<file path="config.mk">
export PLATFORM = sky130hd
export DESIGN_NAME = alu_arbiter
export DESIGN_NICKNAME = d
export VERILOG_FILES = /design/src/rtl/alu_arbiter.sv
export SDC_FILE = /design/constraint.sdc
export NUM_CORES = 1
export LEC_CHECK = 0
export ABC_CLOCK_PERIOD_IN_PS = 2000
export CORE_AREA = 2 2 125 127
export DETAILED_ROUTE_END_ITERATION = 16
export DIE_AREA = 0 0 127 129
export HOLD_SLACK_MARGIN = 0.02
export MAX_ROUTING_LAYER = met4
export PLACE_DENSITY_LB_ADDON = 0.3
export SETUP_SLACK_MARGIN = 0.3
export SYNTH_ARGS = -nofsm -noshare
export SYNTH_HDL_FRONTEND = slang
export SYNTH_SLANG_ARGS = --single-unit
export TNS_END_PERCENT = 5
</file>
<file path="constraint.sdc">
create_clock -name clk -period 2 [get_ports clk]
set_clock_uncertainty 0.15 [all_clocks]
set_input_delay 0.4 -clock clk [delete_from_list [all_inputs] [get_ports clk]]
set_output_delay 0.4 -clock clk [all_outputs]
set_load 0.05 [all_outputs]
</file>
<file path="src/rtl/alu_arbiter.sv">
// Round-robin arbiter sharing one external combinational RV32I ALU between two requesters.
// Optional grant/conflict statistics are enabled with the ALU_ARBITER_STATS_EN macro.
module alu_arbiter #(
  parameter int WIDTH = 32,
  parameter int OPW   = 4,
  parameter int CNT_W = 16
) (
  input  logic             clk,
  input  logic             rst_n,
  input  logic             req0_valid,
  output logic             req0_ready,
  input  logic [OPW-1:0]   req0_op,
  input  logic [WIDTH-1:0] req0_a,
  input  logic [WIDTH-1:0] req0_b,
  input  logic             req1_valid,
  output logic             req1_ready,
  input  logic [OPW-1:0]   req1_op,
  input  logic [WIDTH-1:0] req1_a,
  input  logic [WIDTH-1:0] req1_b,
  output logic             rsp0_valid,
  input  logic             rsp0_ready,
  output logic [WIDTH-1:0] rsp0_d,
  output logic             rsp1_valid,
  input  logic             rsp1_ready,
  output logic [WIDTH-1:0] rsp1_d,
  output logic [OPW-1:0]   alu_opcode,
  output logic [WIDTH-1:0] alu_a,
  output logic [WIDTH-1:0] alu_b,
  input  logic [WIDTH-1:0] alu_d,
  output logic             busy
`ifdef ALU_ARBITER_STATS_EN
  ,
  output logic [CNT_W-1:0] grant0_cnt,
  output logic [CNT_W-1:0] grant1_cnt,
  output logic [CNT_W-1:0] conflict_cnt
`endif
);

  typedef enum logic [1:0] {IDLE, EXEC, RESP} state_t;

  state_t state;
  logic   prio;
  logic   owner;
  logic   winner;
  logic   grant;

  // prio only breaks ties; a lone requester always wins
  always_comb begin
    winner = (req0_valid && req1_valid) ? prio : req1_valid;
    grant  = (state == IDLE) && (req0_valid || req1_valid);
  end

  assign req0_ready = grant && !winner;
  assign req1_ready = grant && winner;
  assign busy       = (state != IDLE);

  always_ff @(posedge clk or negedge rst_n) begin
    if (!rst_n) begin
      state      <= IDLE;
      prio       <= 1'b0;
      owner      <= 1'b0;
      alu_opcode <= '0;
      alu_a      <= '0;
      alu_b      <= '0;
      rsp0_valid <= 1'b0;
      rsp1_valid <= 1'b0;
      rsp0_d     <= '0;
      rsp1_d     <= '0;
    end else begin
      case (state)
        IDLE: begin
          if (grant) begin
            alu_opcode <= winner ? req1_op : req0_op;
            alu_a      <= winner ? req1_a  : req0_a;
            alu_b      <= winner ? req1_b  : req0_b;
            owner      <= winner;
            prio       <= ~winner;
            state      <= EXEC;
          end
        end
        EXEC: begin
          if (owner) begin
            rsp1_d     <= alu_d;
            rsp1_valid <= 1'b1;
          end else begin
            rsp0_d     <= alu_d;
            rsp0_valid <= 1'b1;
          end
          state <= RESP;
        end
        RESP: begin
          if (owner ? rsp1_ready : rsp0_ready) begin
            rsp0_valid <= 1'b0;
            rsp1_valid <= 1'b0;
            state      <= IDLE;
          end
        end
        default: state <= IDLE;
      endcase
    end
  end

`ifdef ALU_ARBITER_STATS_EN
  // counters stick at all-ones instead of wrapping
  always_ff @(posedge clk or negedge rst_n) begin
    if (!rst_n) begin
      grant0_cnt   <= '0;
      grant1_cnt   <= '0;
      conflict_cnt <= '0;
    end else begin
      if (req0_ready && grant0_cnt != '1)
        grant0_cnt <= grant0_cnt + 1'b1;
      if (req1_ready && grant1_cnt != '1)
        grant1_cnt <= grant1_cnt + 1'b1;
      if (grant && req0_valid && req1_valid && conflict_cnt != '1)
        conflict_cnt <= conflict_cnt + 1'b1;
    end
  end
`endif

endmodule

</file>
==> summary.txt <==
STA
  – Setup repair after global routing missed its margin: yes
  – Total count of hold-check failures in the final report: 0
  – Final worst slack: -0.008200 ns
  – Fin. max-slew vios: 0
  – Slew @ Worst Pin: 0.5720 ns
  – Final period util: 100.4%
  – Post-route setup TNS: -0.008200 ns
  – Achievable frequency: 498.0 MHz
  – Post-layout minimum cycle time: 2.008 ns
  – Final setup violation count: 1
  – Normalized max-slew margin: 61.46%

GRT
  – Sum of overflow across all layers after global routing: 0
  – Most heavily used metal layer in global routing: met2
  – Number of global-route vias before repair: 5430
  – Met3 layer usage reported by global route: 5.821%
  – Pin count of the biggest net entering global routing: 46
  – Number of antenna violations at the first check in global routing: 1
  – Global-route wire length before repair: 29.85 mm
  – Global Route Usage Sum: 24.48%
  – Met2 usage in global routing: 40.64%
  – GR Util met1: 29.10%

Hold path
  – Class of the most critical hold timing path: in2async

Clock tree
  – CTS tree: yes
  – Clock-pin transition on the worst setup and hold timing paths: 0.06 ns
  – Clock root cell: sky130_fd_sc_hd__clkbuf_16
  – Worst-skew pair later-pin latency: 0.40 ns
  – TritonCTS sink count: 138
  – CTS max path bufs: 2
  – Number of buffers created by CTS: 17
  – H-tree level count: 4

Synthesis
  – Post-Synthesis Cells: 399
  – Net count after synthesis: 573
  – Synth Area in Adders: 0%
  – Synth Area in XOR/XNOR: 0%
  – Number of warnings reported in the yosys synthesis log: 0
  – Combined area of all synthesized cells: 5857 µm²
  – Cell variety after synth: 24
  – Area fraction in compound gates after synthesis: 21.45%
  – Part of the Yosys area used for sequential elements: 58.96%
  – Synthesized-area fraction occupied by and/or/nand/nor cells: 0.8118%
  – Flops & latches, synth: 138
  – Combinational family with the most area after synthesis: compound AO/OA/AOI/OAI gates
  – Share of cell area taken by muxes after synthesis: 14.40%
  – Average cell area after synthesis: 14.68 µm²

Route
  – Wire length per cell after detailed routing: 21.61 µm
  – Via-to-Cell Ratio: 5.376
  – DR iter-0 viols: 181
  – Total number of vias: 4994
  – DRT Pass-1 Iters: 4
  – Routed Wire Length: 20.08 mm
  – DRC violations left: 0
  – Residual antenna-violating net count after detailed routing: 0

Setup path
  – CP Cell Sequence: nor2_4, inv_4, a211oi_4, buf_12
  – Worst EP required: 1.45 ns
  – Endpoint of the worst-slack reg-to-reg timing path: alu_a[13]$_DFFE_PN0P_
  – Maximum fanout along the worst path: 3
  – Critical Setup Path Class: reg2out
  – Setup slack of the most critical reg-to-reg path: 0.16 ns
  – Crit path launch type: register
  – CP Capture Type: output pin
  – Worst flop-to-flop path startpoint: state[1]$_DFFE_PN0P_
  – Top Family by Delay on Critical Path: flip-flops
  – Arrival time at the worst endpoint: 1.46 ns
  – Total stage count of the critical path: 4
  – Sum of buffers and inverters on the critical path: 2
  – Crit path largest cell delay: 0.40 ns
  – Critical-path top delay cell: sky130_fd_sc_hd__dfrtp_1
  – Worst R2R Path Depth: 8

Status
  – Violations in the final reports: setup timing
  – Outcome: complete, but fails checks

Floorplanning
  – Core Region: 14980 µm²
  – Total die area: 16380 µm²
  – Num ports: 311
  – Initial core utilization: 39.11%
  – DIE HEIGHT: 129 µm
  – Number of rows created at floorplan: 45
  – X dimension of the die: 127 µm

Finish
  – Number of fill cells: 1071
  – Area delta synth->final: 71.01%
  – Non-filler cells in the finished layout: 929
  – Fraction of layout instances using a drive strength above 1: 37.30%
  – Top library cells by usage in the layout, fill and taps aside: 170 x sky130_fd_sc_hd__clkdlybuf4s50_1, 145 x sky130_fd_sc_hd__buf_4, 137 x sky130_fd_sc_hd__dfrtp_1
  – NumNets Final: 902
  – Commonest non-fill, non-tap cell in the layout: sky130_fd_sc_hd__clkdlybuf4s50_1

Power and ir drop
  – Power Total: 0.02114 W
  – Largest vdd supply drop: 1306 µV
  – Leakage dissipation: 4.603 nW
  – Power per cell area: 2111 nW/µm²

Flow run
  – Maximum Capacitance Violations: 0

Placement
  – Detailed placement HPWL: 13.33 mm
  – Count of input and output buffers: 310
  – Gpl congestion: 0.8240
  – Placed Cells incl. Taps: 879
synthesized netlist by cell type (all sizes together):
cell type	number	area [µm²]
nand2	2	7.510
or2	1	6.260
mux2	64	833.3
a211oi	1	20.02
dfrtp	138	3453
a21oi	4	20.02
buf	25	196.4
inv	5	18.76
nor2	3	13.77
clkbuf	11	41.29
o21a	68	510.5
o21ai	5	25.02
and3	1	6.260
mux2i	1	10.01
nand3b	1	7.510
a221o	68	680.7
nand2b	1	6.260
cell families after synthesis:
group	count (synthesis)
mux	65
compound gates	146
simple gates	9
flops	138
buf+inv	41
layer usage:
| metal | up-vias | routed length (µm) |
|---|---|---|
| met5 | - | 0 |
| met4 | 0 | 526 |
| met3 | 35 | 1527 |
| met2 | 257 | 10060 |
| met1 | 2504 | 7965 |
| li1 | 2198 | - |
registers in the layout, summed over array words and instances (netlist names):
name        cells
alu_a          32
alu_b          32
alu_opcode      4
owner           1
prio            1
rsp0_d         32
rsp0_valid      1
rsp1_d         32
rsp1_valid      1
state           2
per-stage QoR:
step	hold slack [ns]	area (µm²)	utilization (%)	setup WS [ns]
after floorplan	-0.04559	5858	-	0.2242
after global placement	0.1999	8917	59.54	-0.1514
after detailed placement	0.2031	8917	59.54	-0.2208
after CTS	0.3387	9827	65.61	-0.04134
after global routing	0.3786	10020	66.88	-0.05470
final	0.3407	10020	66.88	-0.008200
layout make-up:
class	count	area [µm²]	share of cell area, %
Sequential cell	138	3455	34.49
Timing Repair Buffer	346	3406	34.00
Multi-Input combinational cell	220	2317	23.14
Clock buffer	20	456.7	4.560
Tap cell	188	235.2	2.349
Clock inverter	11	122.6	1.224
Inverter	5	21.27	0.2124
Antenna cell	1	2.502	0.02498
worst max-delay path by stage:
stage,from,end,slack [ns]
CTS,state[1]$_DFFE_PN0P_,req1_ready,-0.04
finish,state[1]$_DFFE_PN0P_,req1_ready,-0.008
global placement,req1_valid,alu_a[20]$_DFFE_PN0P_,-0.15
global route,state[1]$_DFFE_PN0P_,req1_ready,-0.05
detailed placement,req1_valid,alu_opcode[1]$_DFFE_PN0P_,-0.22
floorplan,state[0]$_DFFE_PN0P_,req1_ready,0.22
power breakdown:
group / internal [W] / switching (W) / leakage [nW]
logic: 0.00531 / 0.00761 / 2.66
registers: 0.00421 / 0.000914 / 1.66
clock network: 0.00189 / 0.00120 / 0.286
total: 0.0114 / 0.00972 / 4.60
repair_timing:
action | in CTS | in global routing
resized for setup | 26 | 40
hold buffers | 1 | 0
pin swaps | 9 | 33
hold endpoints to repair | 40 | 0
endpoints found under the setup margin | 102 | 135
setup buffers | 8 | 2
cloned | 6 | 1
(Power assumes the default switching activity.)
